### src/rtl/axis_packet_arbiter_pkg.sv
// Shared types and the round-robin search used by the packet arbiter.
package axis_packet_arbiter_pkg;

    typedef enum logic {
        IDLE   = 1'b0,
        LOCKED = 1'b1
    } arb_state_t;

    localparam int MAX_IN = 16;
    localparam int PTR_W  = 4;

    typedef struct packed {
        logic             found;
        logic [PTR_W-1:0] idx;
    } rr_pick_t;

    // First set request strictly after ptr, wrapping; ptr itself is checked last.
    function automatic rr_pick_t find_next(input logic [MAX_IN-1:0] req,
                                           input logic [PTR_W-1:0]  ptr,
                                           input int                n);
        rr_pick_t pick;
        int       cand;
        pick = '0;
        for (int off = MAX_IN; off >= 1; off--) begin
            cand = (int'(ptr) + off) % n;
            if (off <= n && req[cand[PTR_W-1:0]]) begin
                pick.found = 1'b1;
                pick.idx   = cand[PTR_W-1:0];
            end
        end
        return pick;
    endfunction

endpackage

### src/rtl/axis_packet_arbiter_if.sv
// Stream bundle between NUM_IN sources, the arbiter and one downstream sink.
// Handshake: a beat transfers on a rising edge where valid && ready; valid never
// waits on ready, and data/keep/last hold stable while valid && !ready.
interface axis_packet_arbiter_if #(
    parameter int DATA_WIDTH      = 32,
    parameter int DATA_BYTE_WIDTH = DATA_WIDTH / 8,
    parameter int NUM_IN          = 4
);
    logic [NUM_IN-1:0]                 s_valid;
    logic [NUM_IN*DATA_WIDTH-1:0]      s_data;
    logic [NUM_IN*DATA_BYTE_WIDTH-1:0] s_keep;
    logic [NUM_IN-1:0]                 s_last;
    logic [NUM_IN-1:0]                 s_ready;
    logic                              m_valid;
    logic [DATA_WIDTH-1:0]             m_data;
    logic [DATA_BYTE_WIDTH-1:0]        m_keep;
    logic                              m_last;
    logic                              m_ready;

    // master is the arbiter; slave is the surrounding sources and sink.
    modport master (
        input  s_valid, s_data, s_keep, s_last, m_ready,
        output s_ready, m_valid, m_data, m_keep, m_last
    );

    modport slave (
        output s_valid, s_data, s_keep, s_last, m_ready,
        input  s_ready, m_valid, m_data, m_keep, m_last
    );
endinterface

### src/rtl/axis_packet_arbiter_skid_buffer.sv
// Two-entry registered skid buffer: all outputs, including in_ready, come from flops.
module skid_buffer #(
    parameter int WIDTH = 8
) (
    input  logic             clk,
    input  logic             rst,
    input  logic             in_valid,
    output logic             in_ready,
    input  logic [WIDTH-1:0] in_data,
    output logic             out_valid,
    input  logic             out_ready,
    output logic [WIDTH-1:0] out_data
);
    logic             skid_valid;
    logic [WIDTH-1:0] skid_data;
    logic             out_free;
    logic             in_fire;
    logic             skid_next;

    assign out_free  = out_ready || !out_valid;
    assign in_fire   = in_valid && in_ready;
    assign skid_next = out_free ? 1'b0 : (skid_valid || in_fire);

    always_ff @(posedge clk) begin
        if (rst) begin
            out_valid  <= 1'b0;
            out_data   <= '0;
            skid_valid <= 1'b0;
            skid_data  <= '0;
            in_ready   <= 1'b0;
        end else begin
            in_ready   <= !skid_next;
            skid_valid <= skid_next;
            if (out_free) begin
                // in_ready is low whenever the skid slot is occupied, so no new beat competes here.
                if (skid_valid) begin
                    out_valid <= 1'b1;
                    out_data  <= skid_data;
                end else if (in_fire) begin
                    out_valid <= 1'b1;
                    out_data  <= in_data;
                end else begin
                    out_valid <= 1'b0;
                end
            end else if (in_fire && !skid_valid) begin
                skid_data <= in_data;
            end
        end
    end
endmodule

### src/rtl/axis_packet_arbiter.sv
// Packet-granular round-robin arbiter: one source owns the output from first beat to last.
module axis_packet_arbiter
    import axis_packet_arbiter_pkg::*;
#(
    parameter int DATA_WIDTH      = 32,
    parameter int DATA_BYTE_WIDTH = DATA_WIDTH / 8,
    parameter int NUM_IN          = 4,
    parameter int ID_WIDTH        = $clog2(NUM_IN)
) (
    input  logic                  clk,
    input  logic                  rst_n,
    axis_packet_arbiter_if.master bus,
    output logic [ID_WIDTH-1:0]   grant_id,
    output logic                  busy
);
    localparam int BEAT_W = DATA_WIDTH + DATA_BYTE_WIDTH + 1;

    arb_state_t          state;
    logic [ID_WIDTH-1:0] last_grant;
    rr_pick_t            pick;
    logic                granted_valid;
    logic                granted_last;
    logic                buf_in_valid;
    logic                buf_in_ready;
    logic                buf_out_valid;
    logic                accept;
    logic [BEAT_W-1:0]   buf_in_beat;
    logic [BEAT_W-1:0]   buf_out_beat;

    assign pick = find_next(MAX_IN'(bus.s_valid), PTR_W'(last_grant), NUM_IN);

    assign granted_valid = bus.s_valid[grant_id];
    assign granted_last  = bus.s_last[grant_id];
    assign buf_in_valid  = (state == LOCKED) && granted_valid;
    assign accept        = buf_in_valid && buf_in_ready;
    assign buf_in_beat   = {granted_last,
                            bus.s_keep[grant_id*DATA_BYTE_WIDTH +: DATA_BYTE_WIDTH],
                            bus.s_data[grant_id*DATA_WIDTH +: DATA_WIDTH]};

    // Only the locked source ever sees ready, and only when the buffer can take a beat.
    assign bus.s_ready = (state == LOCKED && buf_in_ready) ? (NUM_IN'(1) << grant_id) : '0;

    always_ff @(posedge clk) begin
        if (!rst_n) begin
            state      <= IDLE;
            last_grant <= ID_WIDTH'(NUM_IN - 1);
            grant_id   <= '0;
            busy       <= 1'b0;
        end else begin
            case (state)
                IDLE: begin
                    if (pick.found) begin
                        grant_id <= ID_WIDTH'(pick.idx);
                        busy     <= 1'b1;
                        state    <= LOCKED;
                    end
                end
                LOCKED: begin
                    if (accept && granted_last) begin
                        last_grant <= grant_id;
                        busy       <= 1'b0;
                        state      <= IDLE;
                    end
                end
                default: state <= IDLE;
            endcase
        end
    end

    skid_buffer #(.WIDTH(BEAT_W)) u_skid (
        .clk       (clk),
        .rst       (!rst_n),
        .in_valid  (buf_in_valid),
        .in_ready  (buf_in_ready),
        .in_data   (buf_in_beat),
        .out_valid (buf_out_valid),
        .out_ready (bus.m_ready),
        .out_data  (buf_out_beat)
    );

    assign bus.m_valid = buf_out_valid;
    assign {bus.m_last, bus.m_keep, bus.m_data} = buf_out_beat;
endmodule

### src/flat_wrapper.sv
// flat-port wrapper written by rule: the top's interface ports become plain ports
module axis_packet_arbiter_flat import axis_packet_arbiter_pkg::*;
#(
    parameter int DATA_WIDTH      = 32,
    parameter int DATA_BYTE_WIDTH = DATA_WIDTH / 8,
    parameter int NUM_IN          = 4,
    parameter int ID_WIDTH        = $clog2(NUM_IN)
)
  (clk, rst_n, grant_id, busy, bus_s_valid, bus_s_data, bus_s_keep, bus_s_last, bus_m_ready, bus_s_ready, bus_m_valid, bus_m_data, bus_m_keep, bus_m_last);
  axis_packet_arbiter_if #(.DATA_WIDTH(DATA_WIDTH), .DATA_BYTE_WIDTH(DATA_BYTE_WIDTH), .NUM_IN(NUM_IN)) bus_i ();
  input  logic clk;
  input  logic rst_n;
  output logic [ID_WIDTH-1:0] grant_id;
  output logic busy;
  input wire logic [$bits(bus_i.s_valid)-1:0] bus_s_valid;
  input wire logic [$bits(bus_i.s_data)-1:0] bus_s_data;
  input wire logic [$bits(bus_i.s_keep)-1:0] bus_s_keep;
  input wire logic [$bits(bus_i.s_last)-1:0] bus_s_last;
  input wire logic [$bits(bus_i.m_ready)-1:0] bus_m_ready;
  output wire logic [$bits(bus_i.s_ready)-1:0] bus_s_ready;
  output wire logic [$bits(bus_i.m_valid)-1:0] bus_m_valid;
  output wire logic [$bits(bus_i.m_data)-1:0] bus_m_data;
  output wire logic [$bits(bus_i.m_keep)-1:0] bus_m_keep;
  output wire logic [$bits(bus_i.m_last)-1:0] bus_m_last;
  assign bus_i.s_valid = bus_s_valid;
  assign bus_i.s_data = bus_s_data;
  assign bus_i.s_keep = bus_s_keep;
  assign bus_i.s_last = bus_s_last;
  assign bus_i.m_ready = bus_m_ready;
  assign bus_s_ready = bus_i.s_ready;
  assign bus_m_valid = bus_i.m_valid;
  assign bus_m_data = bus_i.m_data;
  assign bus_m_keep = bus_i.m_keep;
  assign bus_m_last = bus_i.m_last;
  axis_packet_arbiter #(.DATA_WIDTH(DATA_WIDTH), .DATA_BYTE_WIDTH(DATA_BYTE_WIDTH), .NUM_IN(NUM_IN), .ID_WIDTH(ID_WIDTH)) u_core (.clk(clk), .rst_n(rst_n), .bus(bus_i), .grant_id(grant_id), .busy(busy));
endmodule
### config.mk
export PLATFORM = sky130hd
export DESIGN_NAME = axis_packet_arbiter_flat
export DESIGN_NICKNAME = d
export VERILOG_FILES = /design/src/rtl/axis_packet_arbiter_pkg.sv /design/src/rtl/axis_packet_arbiter_if.sv /design/src/rtl/axis_packet_arbiter_skid_buffer.sv /design/src/rtl/axis_packet_arbiter.sv /design/src/flat_wrapper.sv
export SDC_FILE = /design/constraint.sdc
export NUM_CORES = 1
export LEC_CHECK = 0
export CORE_UTILIZATION = 50
export DETAILED_ROUTE_END_ITERATION = 10
export DONT_BUFFER_PORTS = 1
export HOLD_SLACK_MARGIN = 0.15
export PLACE_DENSITY = 0.66
export SLEW_MARGIN = 40
export SYNTH_ARGS = -nofsm -noshare
export SYNTH_HDL_FRONTEND = slang
export SYNTH_SLANG_ARGS = --single-unit
### constraint.sdc
create_clock -name clk -period 1.8 [get_ports clk]
set_input_delay 0.54 -clock clk [delete_from_list [all_inputs] [get_ports clk]]
set_output_delay 0.54 -clock clk [all_outputs]
set_load 0.005 [all_outputs]
# Word level (Yosys, flattened, before mapping)
# Index checks and enable logic that the tools add are counted.
op_classes:
  addsub: 4
  n_lt_le_gt_ge: 5
  eq_ne: 2
  n_shift: 3
  n_mux: 28
  bitwise: 6
  n_reduce_logical: 20
op_table:
  columns: ["op", "n"]
  rows:
  - ["$shiftx A128 B8 Y32", 1]
  - ["$mux W37", 2]
  - ["$lt A4 B5 Y1 const B", 4]
  - ["$mux W5", 4]
  - ["$shiftx A16 B5 Y4", 1]
  - ["$mux W1", 13]
  - ["$bmux W1 S3", 4]
  - ["$reduce_and A2 Y1", 5]
  - ["$reduce_or A2 Y1", 4]
  - ["$logic_and A1 B1 Y1", 5]
  - ["$add A2 B1 Y2 const B", 2]
  - ["$add A2 B2 Y2 const B", 2]
  - ["$and A1 B1 Y1 const A", 4]
  - ["$bmux W1 S2", 2]
  - ["$mux W4", 1]
  - ["$pmux W1 S2", 2]
  - ["$shl A1 B2 Y4 const A", 1]
  - ["$logic_not A1 Y1", 3]
  - ["$lt A2 B3 Y1 const B", 1]
  - ["$logic_or A1 B1 Y1", 2]
  - ["$ne A2 B1 Y1 const B", 1]
  - ["$ne A2 B2 Y1 const B", 1]
  - ["$not A1 Y1", 2]
  - ["$reduce_bool A2 Y1", 1]
word_totals:
  register_bits: 83
  inputBits: 155
  out_inout_bits: 45

# Longest topological paths before layout
# Gate-level depths: netlist of run 1.
logic_depth:
  depth_word: 11
  ltp_mapped: 7
  mapped_depth_nobuf: 4

# Hierarchy
# A second synthesis of run 1 with hierarchy kept.
hier_totals:
  hier_cells: 433
  hier_area_um2: 4877.2
by_module_without_submodules:
  columns: ["mod", "instances", "cells_per_inst", "area_each_um2", "seq_area_each_um2"]
  rows:
  - ["skid_buffer", 1, 343, 3643.5, 1541.5]
  - ["axis_packet_arbiter", 1, 90, 1233.7, 120.1]

# Worst setup path before layout of run 1
# Ideal clock, no wire load.
synth_path:
  path_type: "input port to flip-flop"
  startpoint: "input port bus_m_ready"
  endpoint: "register u_core.u_skid.skid_data[16]"
  setup_time_ns: 0.132
  t_arrival_ns: 1.631
  path_slack_ns: 0.037
  cell_stages: 7
  path_buffers: 3
  path_cell_list: "nand2b_1 buf_2 or2_2 buf_2 clkbuf_1 o21ai_0 a21oi_1"
synth_via:
  elab_chain_len: 3
synth_rtl:
  columns: ["element", "line_no", "text"]
  rows:
  - ["start, declared", "flat_wrapper.sv:19", "input wire logic [$bits(bus_i.m_ready)-1:0] bus_m_ready;"]
  - ["$logic_or A1 B1 Y1", "axis_packet_arbiter_skid_buffer.sv:20", "assign out_free = out_ready || !out_valid;"]
  - ["$not A1 Y1 (no line)", null, null]
  - ["$reduce_and A2 Y1 (no line)", null, null]
  - ["end signal, assigned", "axis_packet_arbiter_skid_buffer.sv:46", "skid_data <= in_data;"]
  - ["end, declared", "axis_packet_arbiter_skid_buffer.sv:15", "logic [WIDTH-1:0] skid_data;"]
# Every way passes these cells.
# A chain may end at the register's enable or synchronous reset.

# Worst setup path in the final report of run 1
layout_path:
  startpoint: "register u_core.grant_id[0]"
  endpoint: "output port bus_s_ready[3]"
layout_via:
  elab_chain_len: 2
layout_rtl:
  columns: ["element", "line_no", "text"]
  rows:
  - ["start, declared", "axis_packet_arbiter.sv:13", "output logic [ID_WIDTH-1:0] grant_id,"]
  - ["start signal, assigned", "axis_packet_arbiter.sv:53", "grant_id <= ID_WIDTH'(pick.idx);"]
  - ["$shl A1 B2 Y4", "axis_packet_arbiter.sv:41", "assign bus.s_ready = (state == LOCKED && buf_in_ready) ? (NUM_IN'(1) << grant_id) : '0;"]
  - ["$mux W4", "axis_packet_arbiter.sv:41", null]
  - ["end, declared", "flat_wrapper.sv:20", "output wire logic [$bits(bus_i.s_ready)-1:0] bus_s_ready;"]
# Every way passes these cells.

==> impl_metrics.prom, run 1 <==
# TYPE chip_impl_metric gauge
chip_impl_metric{name="pin_count",unit=""} 200
chip_impl_metric{name="largest_net_degree_at_the_start_of_global_routing",unit=""} 41
chip_impl_metric{name="worst_ep_required_time",unit="ns"} 1.26
chip_impl_metric{name="tightestPinTransition",unit="ns"} 0.5981
chip_impl_metric{name="core_area",unit="sq um"} 8299
chip_impl_metric{name="drt_pass1_iterations",unit=""} 4
chip_impl_metric{name="clk_pin_slew_worst_paths",unit="ns"} 0.09
chip_impl_metric{name="drive_above_1_share",unit=""} 0.2225
chip_impl_metric{name="wirelength",unit="microns"} 10320
chip_impl_metric{name="routed-via-count",unit=""} 3266
chip_impl_metric{name="dpl.hpwl",unit="microns"} 7187
chip_impl_metric{name="grt_pass1_vias",unit=""} 3246
chip_impl_metric{name="final_core_util",unit=""} 0.5753
chip_impl_metric{name="leakagePower",unit="nW"} 1.431
chip_impl_metric{name="mean_area_per_synthesized_cell",unit="sq um"} 10.92
chip_impl_metric{name="drt_iter0_markers",unit=""} 114
chip_impl_metric{name="cts_buffer_depth",unit=""} 2
chip_impl_metric{name="clkPwrFrac",unit=""} 0.404
chip_impl_metric{name="cts_hold_repair.buffers",unit=""} 0
chip_impl_metric{name="grt_pass1_wl",unit="microns"} 15840
chip_impl_metric{name="drc",unit=""} 0
chip_impl_metric{name="maxClockFrequency",unit="GHz"} 0.5781
chip_impl_metric{name="placedCellCount",unit=""} 479
chip_impl_metric{name="pwr-share-seq",unit=""} 0.442
chip_impl_metric{name="initial_core_util",unit=""} 0.5209
chip_impl_metric{name="worst_slew_margin",unit=""} 0.6013
chip_impl_metric{name="layout.nets",unit=""} 541
chip_impl_metric{name="power_per_cell_area",unit="nW/um^2"} 926.3
chip_impl_metric{name="max-vdd-ir-drop",unit="mV"} 0.4111
chip_impl_info{name="worstSetupEndpointType",value="primary output"} 1
chip_impl_metric{name="htree_num_levels",unit=""} 3
chip_impl_info{name="layout_common_cells",value="dfxtp_1 (79), nand3_1 (42), a21oi_1 (40), o21ai_0 (39)"} 1
chip_impl_metric{name="antenna_found_initial",unit=""} 1
chip_impl_metric{name="hold_viol_final",unit=""} 0
chip_impl_metric{name="filler_cell_count",unit=""} 700
chip_impl_metric{name="design.die.area",unit="sq um"} 9021
chip_impl_metric{name="sw_frac",unit=""} 0.2428
chip_impl_metric{name="total_switching_power",unit="mW"} 1.074
chip_impl_metric{name="min_period_over_period",unit=""} 0.9610
chip_impl_metric{name="seq_area_frac_synth",unit=""} 0.3844
chip_impl_info{name="critPathLaunchType",value="register"} 1
chip_impl_metric{name="setup_viol",unit=""} 0
chip_impl_metric{name="worstPathBufferInverterCount",unit=""} 2
chip_impl_metric{name="number_of_violations_of_the_max_capacitance_limit",unit=""} 0
chip_impl_metric{name="syn-num-nets",unit=""} 551
chip_impl_metric{name="cts_num_sinks",unit=""} 83
chip_impl_metric{name="post_cts_setup_driven_buffer_insertion_count",unit=""} 0
chip_impl_metric{name="chipWidth",unit="microns"} 94.98
chip_impl_metric{name="register_area",unit="sq um"} 1669
chip_impl_metric{name="final_period_minus_worst_setup_slack",unit="ns"} 1.730
chip_impl_info{name="path_delay_family",value="flip-flops"} 1
chip_impl_metric{name="setup_ws",unit="ns"} 0.07013
chip_impl_metric{name="gr-usage-all-layers",unit=""} 0.2321
chip_impl_info{name="layout_commonest_cell",value="dfxtp_1"} 1
chip_impl_metric{name="dpl_worst_slack",unit="ns"} 0.09204
chip_impl_metric{name="tritoncts.num_buffers",unit=""} 9
chip_impl_info{name="crit_path_cell_trace",value="buf_12 -> inv_1 -> nor2_2"} 1
chip_impl_info{name="clk_root_buffer_cell",value="clkbuf_8"} 1
chip_impl_metric{name="crit_path_max_fanout",unit=""} 10
chip_impl_info{name="hp-class",value="input port to register"} 1
chip_impl_metric{name="synth_cell_types",unit=""} 31
chip_impl_metric{name="netlist_instances",unit=""} 396
chip_impl_metric{name="place.port_buffers",unit=""} 0
chip_impl_metric{name="intPower",unit="mW"} 3.349
chip_impl_info{name="cts_tree",value="built"} 1
chip_impl_metric{name="antenna_left",unit=""} 0
chip_impl_info{name="timing_worst_setup_path_type",value="register to primary output"} 1
chip_impl_metric{name="synth.cell_area",unit="sq um"} 4323
chip_impl_metric{name="layout-area-overhead-vs-synth",unit="%"} 10.45
chip_impl_metric{name="worst_path_max_stage_delay",unit="ns"} 0.45
chip_impl_metric{name="die_h",unit="microns"} 94.98
chip_impl_info{name="unrepaired_setup_endpoints_after_global_routing",value="true"} 1
chip_impl_metric{name="fin_worst_skew",unit="ns"} 0.009367
chip_impl_info{name="run_status",value="finished, final reports clean"} 1
chip_impl_metric{name="gpl.final_weighted_congestion",unit=""} 0.9001
chip_impl_metric{name="clk_latency",unit="ns"} 0.35
chip_impl_metric{name="share_comb_of_total_power",unit=""} 0.154
chip_impl_metric{name="timing.critical_path.arrival",unit="ns"} 1.19
chip_impl_metric{name="layout.cells.non_filler",unit=""} 496
chip_impl_metric{name="antenna_cells",unit=""} 0
chip_impl_metric{name="timing.final.max_slew_violations",unit=""} 0
chip_impl_metric{name="synth_seq_cells",unit=""} 83
chip_impl_metric{name="multi_input_combinational_cell_area",unit="sq um"} 2419
chip_impl_metric{name="vias_per_cell",unit=""} 6.585
chip_impl_metric{name="yosys_warnings",unit=""} 0
chip_impl_metric{name="num_rows",unit=""} 33
chip_impl_metric{name="wl_per_cell",unit="microns"} 20.80
chip_impl_metric{name="grt_overflow",unit=""} 0
chip_impl_info{name="slowest_stage",value="dfxtp_4"} 1
-- worst paths after layout --
| path | from | slack [ns] | endpoint | cells past startpoint |
|---|---|---|---|---|
| setup / recovery | u_core.grant_id[0]$_SDFFE_PN0P_ | 0.07 | bus_s_ready[3] | 3 |
| hold / removal | rst_n | 0.27 | u_core.last_grant[1]$_SDFFE_PN1P_ | 1 |
| setup reg to reg | u_core.grant_id[0]$_SDFFE_PN0P_ | 0.09 | u_core.last_grant[0]$_SDFFE_PN1P_ | 5 |
| hold reg to reg | u_core.u_skid.skid_data[30]$_SDFFE_PN0P_ | 0.48 | u_core.u_skid.skid_data[30]$_SDFFE_PN0P_ | 2 |
-- cell usage after synthesis --
master | number | area share
nor4_1 | 1 | 0.0014
clkbuf_1 | 11 | 0.0096
o22ai_4 | 2 | 0.0093
clkbuf_2 | 4 | 0.0046
nor2_1 | 8 | 0.0069
o211ai_1 | 1 | 0.0017
o21ai_1 | 4 | 0.0046
dfxtp_1 | 83 | 0.38
mux4_2 | 37 | 0.19
o2bb2ai_1 | 37 | 0.075
o311ai_0 | 1 | 0.0020
buf_6 | 6 | 0.016
mux2i_1 | 37 | 0.086
nand2b_1 | 5 | 0.0072
a21oi_1 | 40 | 0.046
o21a_1 | 3 | 0.0052
nor2_2 | 1 | 0.0014
or2_2 | 1 | 0.0014
o21ai_0 | 39 | 0.045
mux2i_2 | 2 | 0.0064
buf_4 | 5 | 0.0087
buf_2 | 14 | 0.016
a21boi_0 | 2 | 0.0035
o22a_1 | 2 | 0.0041
clkinv_1 | 1 | 0.00087
o211ai_4 | 1 | 0.0049
nand3b_1 | 1 | 0.0017
buf_1 | 1 | 0.00087
nand3_1 | 42 | 0.049
nor3_1 | 1 | 0.0012
inv_1 | 3 | 0.0026
-- layer usage --
layer | vias up | routed length [microns] | global-route usage
met2 | 160 | 5179 | 0.4023
met3 | 17 | 841 | 0.05072
met4 | 2 | 150 | 0.09217
met5 | - | 10 | 0
li1 | 1514 | - | -
met1 | 1573 | 4132 | 0.2780
-- area by class of cell --
cell class | count | share of cell area
timing repair buffer | 20 | 0.05582
inverter | 4 | 0.003145
clock buffer | 10 | 0.02883
sequential | 83 | 0.3496
clock inverter | 6 | 0.02856
tap | 105 | 0.02752
multi-input combinational | 268 | 0.5066
-- what timing repair did --
item / CTS / global route
setup endpoints to repair: 2 / 27
pin swaps: 0 / 1
cloned: 0 / 1
gates resized for setup: 4 / 8
-- sequential cells by signal, summed over array words and instances (netlist names) --
signal / cells
u_core.u_skid.out_data: 37
u_core.grant_id: 2
u_core.last_grant: 2
u_core.busy: 1
u_core.u_skid.skid_data: 37
u_core.u_skid.in_ready: 1
u_core.state: 1
u_core.u_skid.skid_valid: 1
u_core.u_skid.out_valid: 1
-- power by group through the flow --
stage / clock network [mW] / registers, mW / logic, mW
floorplan: 0 / 1.97 / 0.546
global placement: 0 / 1.99 / 0.652
detailed placement: 0 / 1.99 / 0.659
CTS: 1.83 / 1.95 / 0.672
global route: 1.89 / 1.96 / 0.743
finish: 1.78 / 1.95 / 0.683
-- metrics by stage --
step	total power, mW	TNS [ns]	instance area [sq um]	hold slack, ns
4_1_cts	4.449	0	4730	0.2508
3_5_place_dp	2.652	0	4441	0.4671
5_1_grt	4.598	-0.01319	4775	0.2581
2_1_floorplan	2.520	0	4323	0.4535
6_report	4.423	0	4775	0.2671
3_3_place_gp	2.645	0	4441	0.4587
-- cells by family after synthesis --
| kind of cell | Yosys count | synth area share |
|---|---|---|
| AO/OA/AOI/OAI | 132 | 0.2017 |
| flip-flops | 83 | 0.3844 |
| AND/OR/NAND/NOR | 60 | 0.07005 |
| multiplexers | 76 | 0.2848 |
| buffers and inverters | 45 | 0.05904 |
No activity file was read; power rests on OpenSTA's default activity.
==> run 2: changes to the inputs <==
SLEW_MARGIN = 5   (was 40)
==> results of run 2 <==
Same layout as run 1: the final DEF is identical, and so are final timing and power.
